<file path="src/rtl/apb_regfile_slave.sv">
// APB3 completion slave backed by a parametrised register file with optional
// wait states, byte strobes, read-only status mapping and PSLVERR reporting.
module apb_regfile_slave #(
  parameter int                  DATA_W      = 32,
  parameter int                  ADDR_W      = 10,
  parameter int                  NUM_REGS    = 16,
  parameter int                  WAIT_CYCLES = 0,
  parameter logic [NUM_REGS-1:0] RO_MASK     = '0
) (
  input  logic                       clk,
  input  logic                       reset,
  input  logic                       psel_i,
  input  logic                       penable_i,
  input  logic [ADDR_W-1:0]          paddr_i,
  input  logic                       pwrite_i,
  input  logic [DATA_W-1:0]          pwdata_i,
  input  logic [DATA_W/8-1:0]        pstrb_i,
  output logic [DATA_W-1:0]          prdata_o,
  output logic                       pready_o,
  output logic                       pslverr_o,
  input  logic [NUM_REGS*DATA_W-1:0] status_i,
  output logic [NUM_REGS*DATA_W-1:0] regs_o
);

  localparam int NB    = DATA_W / 8;
  localparam int OFS   = $clog2(NB);
  localparam int IDX_W = ADDR_W - OFS;
  localparam int CNT_W = 4;

  typedef enum logic {
    S_IDLE = 1'b0,
    S_WAIT = 1'b1
  } state_t;

  state_t            r_state;
  state_t            w_state_nxt;
  logic [CNT_W-1:0]  r_cnt;
  logic [CNT_W-1:0]  w_cnt_nxt;

  logic [IDX_W-1:0]  w_idx;
  logic              w_misalign;
  logic              w_in_range;
  logic              w_ro;
  logic              w_err;
  logic              w_access;
  logic              w_cnt_hit;
  logic              w_pready;
  logic              w_wr_en;
  logic [DATA_W-1:0] w_rdata;
  logic [DATA_W-1:0] w_words [NUM_REGS];

  // Status words behind RW registers are intentionally ignored.
  logic              w_unused_status;
  assign w_unused_status = ^status_i;

  // ---------------------------------------------------------------------------
  // Address decode
  // ---------------------------------------------------------------------------
  assign w_idx = paddr_i[ADDR_W-1:OFS];

  generate
    if (OFS == 0) begin : g_no_ofs
      assign w_misalign = 1'b0;
    end else begin : g_ofs
      assign w_misalign = |paddr_i[OFS-1:0];
    end
  endgenerate

  // Exact-match decode: an index beyond NUM_REGS hits nothing, so it is never
  // aliased onto a real register.
  always_comb begin
    // NOTE: every output of a combinational block gets a default first so no
    // path leaves it unassigned and a latch cannot be inferred.
    w_in_range = 1'b0;
    w_ro       = 1'b0;
    w_rdata    = '0;
    for (int i = 0; i < NUM_REGS; i++) begin
      if (w_idx == IDX_W'(i)) begin
        w_in_range = 1'b1;
        w_ro       = RO_MASK[i];
        w_rdata    = w_words[i];
      end
    end
  end

  assign w_err     = w_misalign | ~w_in_range | (pwrite_i & w_ro);
  assign w_access  = psel_i & penable_i;
  assign w_cnt_hit = (r_cnt == CNT_W'(WAIT_CYCLES));

  // ---------------------------------------------------------------------------
  // Wait-state FSM
  // ---------------------------------------------------------------------------
  always_ff @(posedge clk) begin
    // NOTE: sequential state uses non-blocking assignments so every flop
    // samples pre-edge values regardless of block ordering.
    if (reset) begin
      r_state <= S_IDLE;
      r_cnt   <= '0;
    end else begin
      r_state <= w_state_nxt;
      r_cnt   <= w_cnt_nxt;
    end
  end

  always_comb begin
    w_state_nxt = r_state;
    w_cnt_nxt   = r_cnt;
    case (r_state)
      S_IDLE: begin
        if (w_access && (WAIT_CYCLES != 0)) begin
          w_state_nxt = S_WAIT;
          w_cnt_nxt   = CNT_W'(1);
        end
      end
      S_WAIT: begin
        // A dropped psel is a master abort: return without a response.
        if (!psel_i || w_cnt_hit) begin
          w_state_nxt = S_IDLE;
          w_cnt_nxt   = '0;
        end else begin
          w_cnt_nxt   = r_cnt + CNT_W'(1);
        end
      end
      default: begin
        w_state_nxt = S_IDLE;
        w_cnt_nxt   = '0;
      end
    endcase
  end

  always_comb begin
    w_pready = 1'b0;
    case (r_state)
      S_IDLE:  w_pready = w_access && (WAIT_CYCLES == 0);
      S_WAIT:  w_pready = w_access && w_cnt_hit;
      default: w_pready = 1'b0;
    endcase
    if (reset) begin
      w_pready = 1'b0;
    end
  end

  assign pready_o  = w_pready;
  assign pslverr_o = w_pready & w_err;
  assign prdata_o  = (w_pready && !w_misalign) ? w_rdata : '0;
  assign w_wr_en   = w_pready & pwrite_i & ~w_err;

  // ---------------------------------------------------------------------------
  // Register storage: RO slots are pure status taps, RW slots hold flops
  // ---------------------------------------------------------------------------
  generate
    for (genvar i = 0; i < NUM_REGS; i++) begin : g_reg
      if (RO_MASK[i]) begin : g_ro
        assign w_words[i] = status_i[i*DATA_W +: DATA_W];
      end else begin : g_rw
        logic [DATA_W-1:0] r_word;

        // NOTE: the register file is flop-based and must read 0 after reset,
        // so every word is explicitly cleared rather than left to a RAM.
        always_ff @(posedge clk) begin
          if (reset) begin
            r_word <= '0;
          end else if (w_wr_en && (w_idx == IDX_W'(i))) begin
            for (int b = 0; b < NB; b++) begin
              if (pstrb_i[b]) begin
                r_word[8*b +: 8] <= pwdata_i[8*b +: 8];
              end
            end
          end
        end

        assign w_words[i] = r_word;
      end

      assign regs_o[i*DATA_W +: DATA_W] = w_words[i];
    end
  endgenerate

endmodule

</file>
<file path="config.mk">
export PLATFORM = sky130hd
export DESIGN_NAME = apb_regfile_slave
export DESIGN_NICKNAME = d
export VERILOG_FILES = /design/src/rtl/apb_regfile_slave.sv
export SDC_FILE = /design/constraint.sdc
export NUM_CORES = 1
export LEC_CHECK = 0
export ABC_AREA = 1
export ABC_CLOCK_PERIOD_IN_PS = 3050
export CELL_PAD_IN_SITES_DETAIL_PLACEMENT = 1
export CELL_PAD_IN_SITES_GLOBAL_PLACEMENT = 2
export CORE_AREA = 2 2 430 432
export DETAILED_ROUTE_END_ITERATION = 6
export DIE_AREA = 0 0 432 434
export PLACE_DENSITY = 0.52
export SYNTH_ARGS = -nofsm -noshare
export SYNTH_HDL_FRONTEND = slang
export SYNTH_SLANG_ARGS = --single-unit
</file>
<file path="constraint.sdc">
create_clock -name clk -period 3.05 [get_ports clk]
set_clock_uncertainty 0.15 [all_clocks]
set_input_delay 0.61 -clock clk [delete_from_list [all_inputs] [get_ports clk]]
set_output_delay 0.61 -clock clk [all_outputs]
set_load 0.005 [all_outputs]
</file>
* Word-level counts from Yosys, hierarchy flattened
Index checks and enable logic that the tools add are counted.
** Cells by class
- Reduce and logical (&&, ||, !) cells :: 89
- Muxes and demuxes :: 37
- Bitwise logic cells :: 8
- Add/subtract/negate cells :: 1
- Equality and inequality tests :: 15
** Operator list (count)
- $mux 32 :: 17
- $reduce_and 2->1 :: 64
- $eq 8x4->1 const B :: 8
- $eq 8x3->1 const B :: 4
- $logic_and 1x1->1 :: 18
- $mux 1 :: 18
- $eq 8x2->1 const B :: 2
- $eq 8x1->1 const B :: 1
- $logic_not 8->1 :: 1
- $add 4x1->4 const B :: 1
- $and 1x1->1 :: 4
- $logic_not 4->1 :: 1
- $mux 4 :: 1
- $reduce_or 2->1 :: 2
- $not 1->1 :: 3
- $logic_not 1->1 :: 2
- $pmux 1 s2 :: 1
- $logic_or 1x1->1 :: 1
- $or 1x1->1 :: 1
** Storage, ports and cells
- Output and inout port bits :: 546
- Bits of input ports :: 563
- Bits in registers :: 517
- Logic and storage cells :: 216

* Longest topological paths before layout
Gate-level depths: netlist of the first run.
- Depth in word-level cells :: 23
- Gate-level depth with buffers :: 19
- Mapped depth without buffers :: 17

* Least setup slack after synthesis of the first run
OpenSTA, ideal clock, no wires.
- Kind :: input-to-output
- Start point :: in paddr_i[3]
- End point :: out prdata_o[3]
- Setup slack :: 0.241 ns
- Data required time :: 2.290 ns
- Stages :: 17
- Data arrival time :: 2.049 ns
- Buffers on the path :: 2
- Cells stage by stage :: buf_4 > inv_2 > nand2_2 > nor2_4 > nand2_1 > inv_2 > buf_4 > nand2_1 > nand3_1 > nand2_1 > nand4_1 > nand2_1 > nand2_1 > nand2_1 > nand3_1 > nand2_1 > a21oi_1
** Between the ends
- Word-level cells in the longest chain between the ends :: 18
- Elaborated cells on any way between the ends :: 33
** Ends and longest elaborated chain
- from (decl) :: line 14 : input logic [ADDR_W-1:0] paddr_i,
- $logic_not 8->1 :: line 78 : if (w_idx == IDX_W'(i)) begin
- $mux 32 (15 in a row) :: line 78
- $mux 32 (*) :: line 78
- $mux 32 (*) :: line 145 : assign prdata_o = (w_pready && !w_misalign) ? w_rdata : '0;
- to (decl) :: line 18 : output logic [DATA_W-1:0] prdata_o,
Mark *: on every way between the ends. The rest lies on a longest branch, timed or not.

* Worst setup path after layout of the first run
- Start point :: in paddr_i[7]
- End point :: out prdata_o[0]
The elaborated chain is that of the path after synthesis.

==> results of run 1 <==
[cell usage after synthesis, drive strengths merged]
cell type	n
o21ai	581
a21oi	557
dfxtp	517
nand2	486
inv	227
nor2	169
clkbuf	123
buf	97
nand3	72
or2	51
nand4	25
a221oi	20
nand3b	19
o221ai	15
o22ai	14
a211oi	8
nor3	7
o21bai	4
ha	2
o221a	2
a32o	1
o2111ai	1
xnor2	1
xor2	1
[worst reg2reg max path, stage by stage (launching register included)]
cell,delay (ns)
dfxtp_2,0.32
inv_2,0.08
ha_4,0.14
nand2_4,0.05
nor2_4,0.12
nor2_4,0.06
nor2_4,0.12
buf_4,0.11
buf_4,0.09
buf_4,0.09
buf_4,0.10
nand3_2,0.08
buf_12,0.15
inv_2,0.08
buf_4,0.23
nand2_4,0.17
nor2_4,0.14
buf_12,0.14
o21ai_0,0.09
a21oi_1,0.22
[sequential cells by signal, summed over array words and instances (netlist names)]
| name | count |
|---|---|
| g.g_rw.r_word | 512 |
| r_cnt | 4 |
| r_state | 1 |
[power breakdown]
part / leakage [nW] / internal [mW] / switching, mW / total [mW]
registers: 4.16 / 6.76 / 0.0000310 / 6.76
logic: 9.99 / 0.242 / 0.562 / 0.805
clock network: 1.22 / 5.37 / 3.58 / 8.95
total: 15.4 / 12.4 / 4.15 / 16.5
[area by class of cell]
class | instances | area (sq um)
fillers | 21300 | 143000
multi-input cells | 2036 | 11800
repair buffers | 1080 | 11300
flip-flops and latches | 517 | 10400
well taps | 2385 | 2980
clock buffers | 115 | 2270
inverters | 227 | 912
clock inverters | 17 | 208
[timing repair]
action	4_1_cts	5_1_grt
endpoints found under the setup margin	33	51
gates cloned	8	1
buffers inserted	66	16
resized for setup	609	97
pin swaps	129	54
[placed cells by master, fill, tap and decap left out, types with 61 or more instances in the layout]
cell type and instances:
a21oi_1 527, dfxtp_1 515, clkbuf_16 78, nand2_2 75
buf_12 105, buf_4 307, nor2_4 82, nor2_1 61
o21ai_0 453, nand2_1 373, o21ai_1 104, buf_6 71
clkdlybuf4s50_1 554, inv_1 186
[cell families (layout without fill, tap and decap cells)]
kind of cell               Yosys count  count (layout)
and+or+nand+nor                    829             829
AOI/OAI and AO/OA                 1203            1203
xor gates and xnor gates             2               2
buffers and inverters              447            1439
adders and majority gates            2               2
DFF                                517             517
[metal layers]
metal / global-route usage / share of wire / wire, microns / vias to the layer above
li1: - / - / - / 12100
met1: 0.201 / 0.42 / 67600 / 12500
met2: 0.300 / 0.50 / 81800 / 533
met3: 0.0328 / 0.044 / 7230 / 179
met4: 0.0590 / 0.038 / 6220 / 2
met5: 0 / 0.000080 / 13 / -
[path summary, 6_finish.rpt]
check,from,end,slack (ns),cells after the start
max,paddr_i[7],prdata_o[0],-0.48,20
min,g_reg[13].g_rw.r_word[13],g_reg[13].g_rw.r_word[13],0.39,2
max reg2reg,r_cnt[1],g_reg[13].g_rw.r_word[12],0.23,19
min reg2reg,g_reg[13].g_rw.r_word[13],g_reg[13].g_rw.r_word[13],0.39,2
==> flow_summary_export.csv, run 1 <==
group,metric,value,unit
run_status,status,"finished with violations",
run_status,failed_checks,"setup timing",
routing,drt-pass1-iter-count,5,
routing,avgViaCountPerCell,3.98,
timing,maxSlewHeadroom,0.311,
synthesis,postSynthCellCount,3000,
worst_setup_path,critPathBufInv,11,
floorplan,die_area,187000,sq um
routing,antenna_left,0,
power,leakagePower,15.4,nW
clock_network,clk_pin_slew_worst_paths,0.05,ns
floorplan,die_w,432,microns
synthesis,synthDominantCellAreaShare,0.460,
cells_and_area,finish.utilization,0.218,
synthesis,synth_compound_gate_area_share,0.277,
timing,holdWs,0.393,ns
synthesis,syn-num-nets,3565,
power,total_power,16.5,mW
worst_setup_path,cpPeakStageDelay,0.19,ns
global_route,grt_max_degree,213,
clock_network,hold_buffers,0,
worst_setup_path,crit_path_frequent_cell,"buf_6",
clock_network,cts.htree.levels,3,
routing,wirelength,163000,microns
global_route,grt-ovfl-total,0,
cells_and_area,fin_cells,6377,
clock_network,numCtsBuffers,74,
placed_design,dp_hpwl,129000,microns
floorplan,dieHeight,434,microns
clock_network,root_buffer,"clkbuf_16",
timing,slew_viol_final,0,
cells_and_area,n_antenna_cell,0,
hold_path,hold_class,"reg -> reg",
placed_design,dpl-instance-area,34700,sq um
synthesis,ys_seq_area_frac,0.460,
worst_setup_path,critPathMaxFanout,5,
cells_and_area,fin_area,39800,sq um
job,maxCapViolCount,0,
synthesis,synth_xor_area_frac,0.000779,
floorplan,core,182000,sq um
cells_and_area,drive_gt1_frac,0.268,
synthesis,yosysTopAreaCell,"dfxtp_1",
clock_network,clock_latency,0.65,ns
synthesis,synth_fa_ha_area_frac,0.00111,
synthesis,synth-simple-area-share,0.179,
placed_design,place_ws,-1.64,ns
timing,fmax,284,MHz
synthesis,synth_area_leaders,"dfxtp_1 (46%), a21oi_1 (12%), o21ai_0 (11%), nand2_1 (7.9%), inv_1 (3.4%)",
floorplan,start_util,0.123,
timing,hold_viol_final,0,
power,irDropWorstVdd,354,uV
synthesis,synth.distinct_cells,36,
placed_design,place_inst,6169,
routing,drt_iter0_drc,1340,
clock_network,cts.sinks,517,
synthesis,avgSynthCellArea,7.50,sq um
synthesis,ys_ff_latch,517,
synthesis,yosys_warnings,0,
routing,drc,0,
routing,vias,25400,
power,power_density,415,nW/um^2
timing,setup_viol,32,
timing,fin_crit,3.53,ns
clock_network,cts_tree,"built",
cells_and_area,area_growth,77.1,%
timing,tightest_slew,1.03,ns
worst_setup_path,cp-end-kind,"primary output",
timing,rsz0062_at_grt,"yes",
synthesis,synthesis.area,22500,sq um
cells_and_area,layout.nets,4501,
clock_network,cts_buffer_depth,3,
worst_setup_path,worstPathRequired,2.29,ns
worst_setup_path,startpoint_type,"input port",
placed_design,io_buffers,596,
global_route,antenna_found_initial,1,
worst_setup_path,crit_path_top_delay_cell,"a21oi_4",
placed_design,place.gp.congestion,0.816,
global_route,grt_pass1_wl,220000,microns
floorplan,boundaryPins,1109,
timing,tns,-13.22,ns
synthesis,yosys-mux-area-fraction,0,
synthesis,synth_top_family_by_area,"compound AO/OA/AOI/OAI gates",
worst_setup_path,crit_chain,"buf_6, nor2_4, nand2_8, buf_6, buf_6, buf_6, nor2_4, inv_4, nor2_4, buf_12, buf_12, buf_4, buf_6, nand2_4, nand2_2, inv_2, nand3_2, nand2_2, a21oi_4, buf_2",
worst_setup_path,path_class,"in -> out",
global_route,grt_use_total,0.169,
floorplan,core.rowCount,157,
timing,fin_crit_sh,1.16,
routing,route.detailed.wl_per_inst,25.5,microns
worst_setup_path,crit_arrival,2.77,ns
global_route,grt_pass1_vias,25900,
timing,layout_setup_ws,-0.476,ns
worst_setup_path,critPathTopFamily,"buffers and inverters",
Power figures use the tool's default switching activity.
==> run 2, diff against run 1 <==
CORE_AREA = 5 5 433 435   (was 2 2 430 432)
DIE_AREA = 0 0 438 440   (was 0 0 432 434)
==> run 2 against run 1 <==
Net effect:
- the run still ends with setup timing left
- non-clock buffer count shrank 44
- largest cell class unchanged
- utilization fell by 0.15 points
- design area fell by 0.60%
==> flow_summary_export.csv, run 2 (synthesized netlist as in run 1, its figures left out) <==
group,metric,value,unit
routing,wirelength,164000,microns
floorplan,start_util,0.123,
timing,rsz0062_at_grt,"yes",
cells_and_area,layout.nets,4455,
floorplan,die_area,193000,sq um
global_route,grt_use_total,0.163,
power,power_density,416,nW/um^2
worst_setup_path,path_class,"reg -> out",
timing,fmax,283,MHz
global_route,antenna_found_initial,2,
clock_network,clk_pin_slew_worst_paths,0.06,ns
run_status,status,"finished with violations",
worst_setup_path,crit_chain,"inv_2, ha_4, nand2_2, nor2_1, nor2_1, nor2_2, inv_2, nor3_4, buf_12, buf_12, buf_12, o221a_4, nand2_2, inv_1, dlygate4sd2_1",
worst_setup_path,crit_path_top_delay_cell,"dfxtp_2",
routing,drt_iter0_drc,1265,
floorplan,dieHeight,440,microns
cells_and_area,regArea,10400,sq um
timing,hold_viol_final,0,
routing,drc,0,
clock_network,cts.sinks,517,
clock_network,hold_buffers,0,
timing,maxSlewHeadroom,0.256,
routing,antenna_left,0,
clock_network,numCtsBuffers,72,
run_status,failed_checks,"setup timing",
cells_and_area,largest_reg_flops,512,
power,leakagePower,15.1,nW
worst_setup_path,startpoint_type,"register",
worst_setup_path,cpPeakStageDelay,0.32,ns
routing,avgViaCountPerCell,3.96,
cells_and_area,largestRegisters,"g.g_rw.r_word: 512 flops, r_cnt: 4 flops, r_state: 1 flops",
timing,slew_viol_final,0,
placed_design,io_buffers,596,
routing,drt-pass1-iter-count,5,
timing,fin_crit_sh,1.16,
worst_setup_path,reg2reg_slack,0.45,ns
clock_network,cts_buffer_depth,3,
worst_setup_path,crit_path_frequent_cell,"buf_12",
clock_network,root_buffer,"clkbuf_16",
routing,route.detailed.wl_per_inst,26.0,microns
worst_setup_path,worstPathRequired,2.29,ns
clock_network,clock_latency,0.66,ns
worst_setup_path,crit_arrival,2.77,ns
floorplan,boundaryPins,1109,
worst_setup_path,cp-end-kind,"primary output",
floorplan,core.rowCount,157,
global_route,grt_pass1_vias,25500,
worst_setup_path,critPathTopFamily,"buffers and inverters",
placed_design,place.gp.congestion,0.791,
cells_and_area,area_growth,76.0,%
cells_and_area,layout_commonest_cell,"clkdlybuf4s50_1",
power,irDropWorstVdd,321,uV
timing,fin_crit,3.53,ns
timing,layout_setup_ws,-0.479,ns
clock_network,cts_tree,"built",
timing,setup_viol,32,
cells_and_area,drive_gt1_frac,0.272,
cells_and_area,n_fill_cell,21200,
job,maxCapViolCount,0,
worst_setup_path,critPathMaxFanout,6,
routing,vias,25100,
clock_network,cts.htree.levels,3,
hold_path,hold_class,"reg -> reg",
placed_design,dp_hpwl,130000,microns
floorplan,die_w,438,microns
global_route,grt_pass1_wl,220000,microns
worst_setup_path,critPathBufInv,7,
placed_design,place_ws,-1.62,ns
cells_and_area,multi_input_area,12000,sq um
timing,holdWs,0.399,ns
timing,tightest_slew,1.12,ns
cells_and_area,layout_common_cells,"clkdlybuf4s50_1 (555), a21oi_1 (525), dfxtp_1 (515)",
floorplan,core,183000,sq um
global_route,grt_max_degree,193,
global_route,grt-ovfl-total,0,
cells_and_area,max_flop_register,"g.g_rw.r_word",
[run 2: cell types whose count changed in the layout (fill, tap and decap cells not counted), sizes merged]
cell / before / now
clkbuf: 116 / 105
clkdlybuf4s50: 554 / 555
buf: 523 / 475
inv: 226 / 230
clkinvlp: 1 / 3
clkdlybuf4s15: 0 / 1
clkinv: 14 / 20
diode: 0 / 1
bufbuf: 1 / 0
dlygate4sd2: 1 / 2
[run 2: power breakdown]
part           total (mW)  internal [mW]  switching [mW]  leakage (nW)
Sequential           6.75           6.75       0.0000319          4.16
Combinational       0.799          0.242           0.557          9.74
Clock                8.93           5.24            3.69          1.23
[run 2: final timing paths]
path,end,cells past startpoint,from
setup reg to reg,g_reg[4].g_rw.r_word[8],16,r_cnt[0]
hold reg to reg,g_reg[2].g_rw.r_word[30],2,g_reg[2].g_rw.r_word[30]
hold / removal,g_reg[2].g_rw.r_word[30],2,g_reg[2].g_rw.r_word[30]
setup / recovery,prdata_o[28],15,r_cnt[0]
[run 2: timing repair]
| item | 4_1_cts | 5_1_grt |
|---|---|---|
| gates resized for setup | 511 | 218 |
| endpoints found under the setup margin | 33 | 33 |
| pin swaps | 146 | 136 |
| buffers inserted | 54 | 28 |
| gates cloned | 3 | 3 |
[run 2: worst reg2reg max path: cells and delay by family, from the launching register on]
| family | cells | cell delay, ns |
|---|---|---|
| AOI/OAI and AO/OA | 2 | 0.27 |
| adders and majority gates | 1 | 0.13 |
| buffers and inverters | 6 | 0.91 |
| and+or+nand+nor | 7 | 0.75 |
| DFF | 1 | 0.32 |
[run 2: per-layer routing]
layer | vias up | routed length [microns] | GRT usage
li1 | 12000 | - | -
met1 | 12400 | 67600 | 0.192
met2 | 466 | 84200 | 0.298
met3 | 160 | 7370 | 0.0328
met4 | 0 | 5250 | 0.0491
met5 | - | 0 | 0
[run 2: stage by stage]
stage               instance area (sq um)  std cells   util  total power, mW  setup TNS, ns
floorplan                           22500       3000      -             7.18              0
global placement                    34400       6128  0.188             7.62        -158.52
detailed placement                  34400       6128  0.188             7.62        -167.27
finish                              39600       6333  0.217             16.5         -11.97
global route                        39600       6333  0.217             17.1         -16.27
CTS                                 38500       6312  0.211             16.8         -14.55
[run 2: layout make-up]
| class | count | area share |
|---|---|---|
| Antenna cell | 1 | 0.0000632 |
| Clock buffer | 102 | 0.0547 |
| Clock inverter | 29 | 0.00749 |
| Inverter | 227 | 0.0231 |
| Multi-Input combinational cell | 2036 | 0.304 |
| Sequential cell | 517 | 0.262 |
| Tap cell | 2385 | 0.0754 |
| Timing Repair Buffer | 1036 | 0.274 |
==> run 3, diff against run 2 <==
--- a/constraint.sdc
+++ b/constraint.sdc
@@ -3,3 +3,3 @@
 set_input_delay 0.61 -clock clk [delete_from_list [all_inputs] [get_ports clk]]
 set_output_delay 0.61 -clock clk [all_outputs]
-set_load 0.005 [all_outputs]
+set_load 0.1 [all_outputs]
==> run 3 against run 2 <==
Net effect:
- the flow still finishes with violations (setup timing)
- global-route usage down 0.12 points
- utilization shrank 0.64 points
- power rose by 1.7%
- register-to-register slack got worse by 0.14 ns
- critical path depth grew 4
- critical path type is now in -> out
- critical endpoint is now prdata_o[16]
- largest cell class unchanged
- highest routed layer unchanged
==> flow_summary_export.csv, run 3 (synthesized netlist as in run 1, its figures left out) <==
group,metric,value,unit
worst_setup_path,crit_path_top_delay_cell,"nand3b_1",
cells_and_area,drive_gt1_frac,0.385,
worst_setup_path,path_class,"in -> out",
run_status,status,"finished with violations",
global_route,grt_pass1_vias,25900,
timing,setup_viol,32,
placed_design,dp_hpwl,128000,microns
worst_setup_path,crit_arrival,2.91,ns
worst_setup_path,startpoint_type,"input port",
clock_network,cts_buffer_depth,3,
global_route,grt_pass1_wl,219000,microns
clock_network,cts.htree.levels,3,
routing,drt-pass1-iter-count,4,
global_route,grt_use_total,0.162,
power,power_density,436,nW/um^2
timing,fmax,272,MHz
clock_network,hold_buffers,0,
hold_path,hold_class,"reg -> reg",
timing,slew_viol_final,0,
routing,vias,24900,
floorplan,core,183000,sq um
timing,hold_viol_final,0,
cells_and_area,area_growth,70.8,%
routing,avgViaCountPerCell,3.96,
floorplan,die_w,438,microns
worst_setup_path,cpPeakStageDelay,0.21,ns
floorplan,boundaryPins,1109,
global_route,antenna_found_initial,7,
power,total_power,16.8,mW
timing,maxSlewHeadroom,0.443,
worst_setup_path,cp-end-kind,"primary output",
cells_and_area,largest_reg_flops,512,
cells_and_area,largestRegisters,"g.g_rw.r_word: 512 flops, r_cnt: 4 flops, r_state: 1 flops",
floorplan,core.rowCount,157,
job,maxCapViolCount,0,
power,irDropWorstVdd,352,uV
routing,drt_iter0_drc,1044,
routing,antenna_left,0,
clock_network,cts_tree,"built",
timing,rsz0062_at_grt,"yes",
clock_network,cts.sinks,517,
routing,route.detailed.wl_per_inst,25.7,microns
timing,fin_crit_sh,1.20,
run_status,failed_checks,"setup timing",
routing,wirelength,162000,microns
cells_and_area,finish.utilization,0.210,
placed_design,place.gp.congestion,0.782,
global_route,grt-ovfl-total,0,
cells_and_area,layout.nets,4413,
global_route,grt_max_degree,150,
placed_design,io_buffers,596,
clock_network,numCtsBuffers,76,
routing,drc,0,
cells_and_area,layout_common_cells,"buf_4 (751), a21oi_1 (526), dfxtp_1 (515)",
power,leakagePower,15.9,nW
floorplan,dieHeight,440,microns
cells_and_area,max_flop_register,"g.g_rw.r_word",
worst_setup_path,crit_chain,"buf_6, nor2_4, nand2_4, buf_12, nor2_4, buf_6, nand2_4, nor2_4, buf_6, buf_12, nand2_1, nand3b_1, nand2_1, nand2_2, nand2_2, nand3b_1, nand2_2, a21oi_4, buf_12",
timing,fin_crit,3.67,ns
floorplan,die_area,193000,sq um
clock_network,clock_latency,0.70,ns
cells_and_area,layout_commonest_cell,"buf_4",
timing,layout_setup_ws,-0.621,ns
clock_network,clk_pin_slew_worst_paths,0.05,ns
worst_setup_path,critPathMaxFanout,4,
clock_network,root_buffer,"clkbuf_16",
floorplan,start_util,0.123,
worst_setup_path,worstPathRequired,2.29,ns
cells_and_area,n_fill_cell,21400,
timing,tightest_slew,0.836,ns
-- run 3: cell count changes in the layout (fill, tap and decap cells not counted), sizes merged, moves of 2 or more --
cell / change
clkinv: -6
clkdlybuf4s50: -513
clkbuf: +11
clkinvlp: +4
dlygate4sd2: -2
diode: +2
buf: +468
-- run 3: timing repair --
action / CTS / global route
endpoints found under the setup margin: 33 / 32
setup buffers: 39 / 7
pin swaps: 108 / 99
endpoints found under the hold margin: 0 / 0
resized for setup: 311 / 120
cloned: 6 / 2
-- run 3: metal layers --
metal | track usage | wire length (microns) | up-vias
met2 | 0.294 | 82500 | 490
li1 | - | - | 11900
met3 | 0.0321 | 6860 | 161
met4 | 0.0526 | 5200 | 0
met1 | 0.191 | 67100 | 12300
met5 | 0 | 0 | -
-- run 3: path summary, 6_finish.rpt --
kind                                    to  cells past startpoint  slack, ns                     start
hold / removal    g_reg[2].g_rw.r_word[30]                      2       0.39  g_reg[2].g_rw.r_word[30]
setup reg to reg  g_reg[14].g_rw.r_word[1]                     17       0.31                  r_cnt[0]
hold reg to reg   g_reg[2].g_rw.r_word[30]                      2       0.39  g_reg[2].g_rw.r_word[30]
setup / recovery              prdata_o[16]                     19      -0.62                paddr_i[7]
-- run 3: power by group --
| group | switching (mW) | internal [mW] |
|---|---|---|
| Clock | 3.74 | 5.44 |
| Sequential | 0.0000322 | 6.76 |
| Combinational | 0.586 | 0.242 |
-- run 3: layout make-up --
| type | count | area, sq um | area share |
|---|---|---|---|
| Tap cell | 2385 | 2980 | 0.0777 |
| Clock buffer | 114 | 2240 | 0.0582 |
| Timing Repair Buffer | 988 | 9560 | 0.249 |
| Antenna cell | 3 | 7.51 | 0.000195 |
| Sequential cell | 517 | 10400 | 0.270 |
| Timing Repair inverter | 2 | 12.5 | 0.000326 |
| Multi-Input combinational cell | 2036 | 12000 | 0.313 |
| Inverter | 227 | 913 | 0.0238 |
| Clock inverter | 25 | 320 | 0.00834 |
-- run 3: stage by stage --
step	instances	instance area (sq um)	TNS, ns	hold WS, ns	worst slack (ns)
CTS	6292	37900	-21.68	0.397	-0.752
global placement	6120	33900	-129.28	0.321	-1.32
floorplan	3000	23100	-6.30	0.318	-0.255
finish	6297	38400	-16.83	0.394	-0.621
global route	6296	38400	-21.07	0.424	-0.752
detailed placement	6120	33900	-128.87	0.322	-1.34
-- run 3: critical path: cells and delay by family --
| kind | cells | cell delay [ns] |
|---|---|---|
| AOI/OAI and AO/OA | 1 | 0.19 |
| and+or+nand+nor | 12 | 1.28 |
| buffers and inverters | 6 | 0.81 |
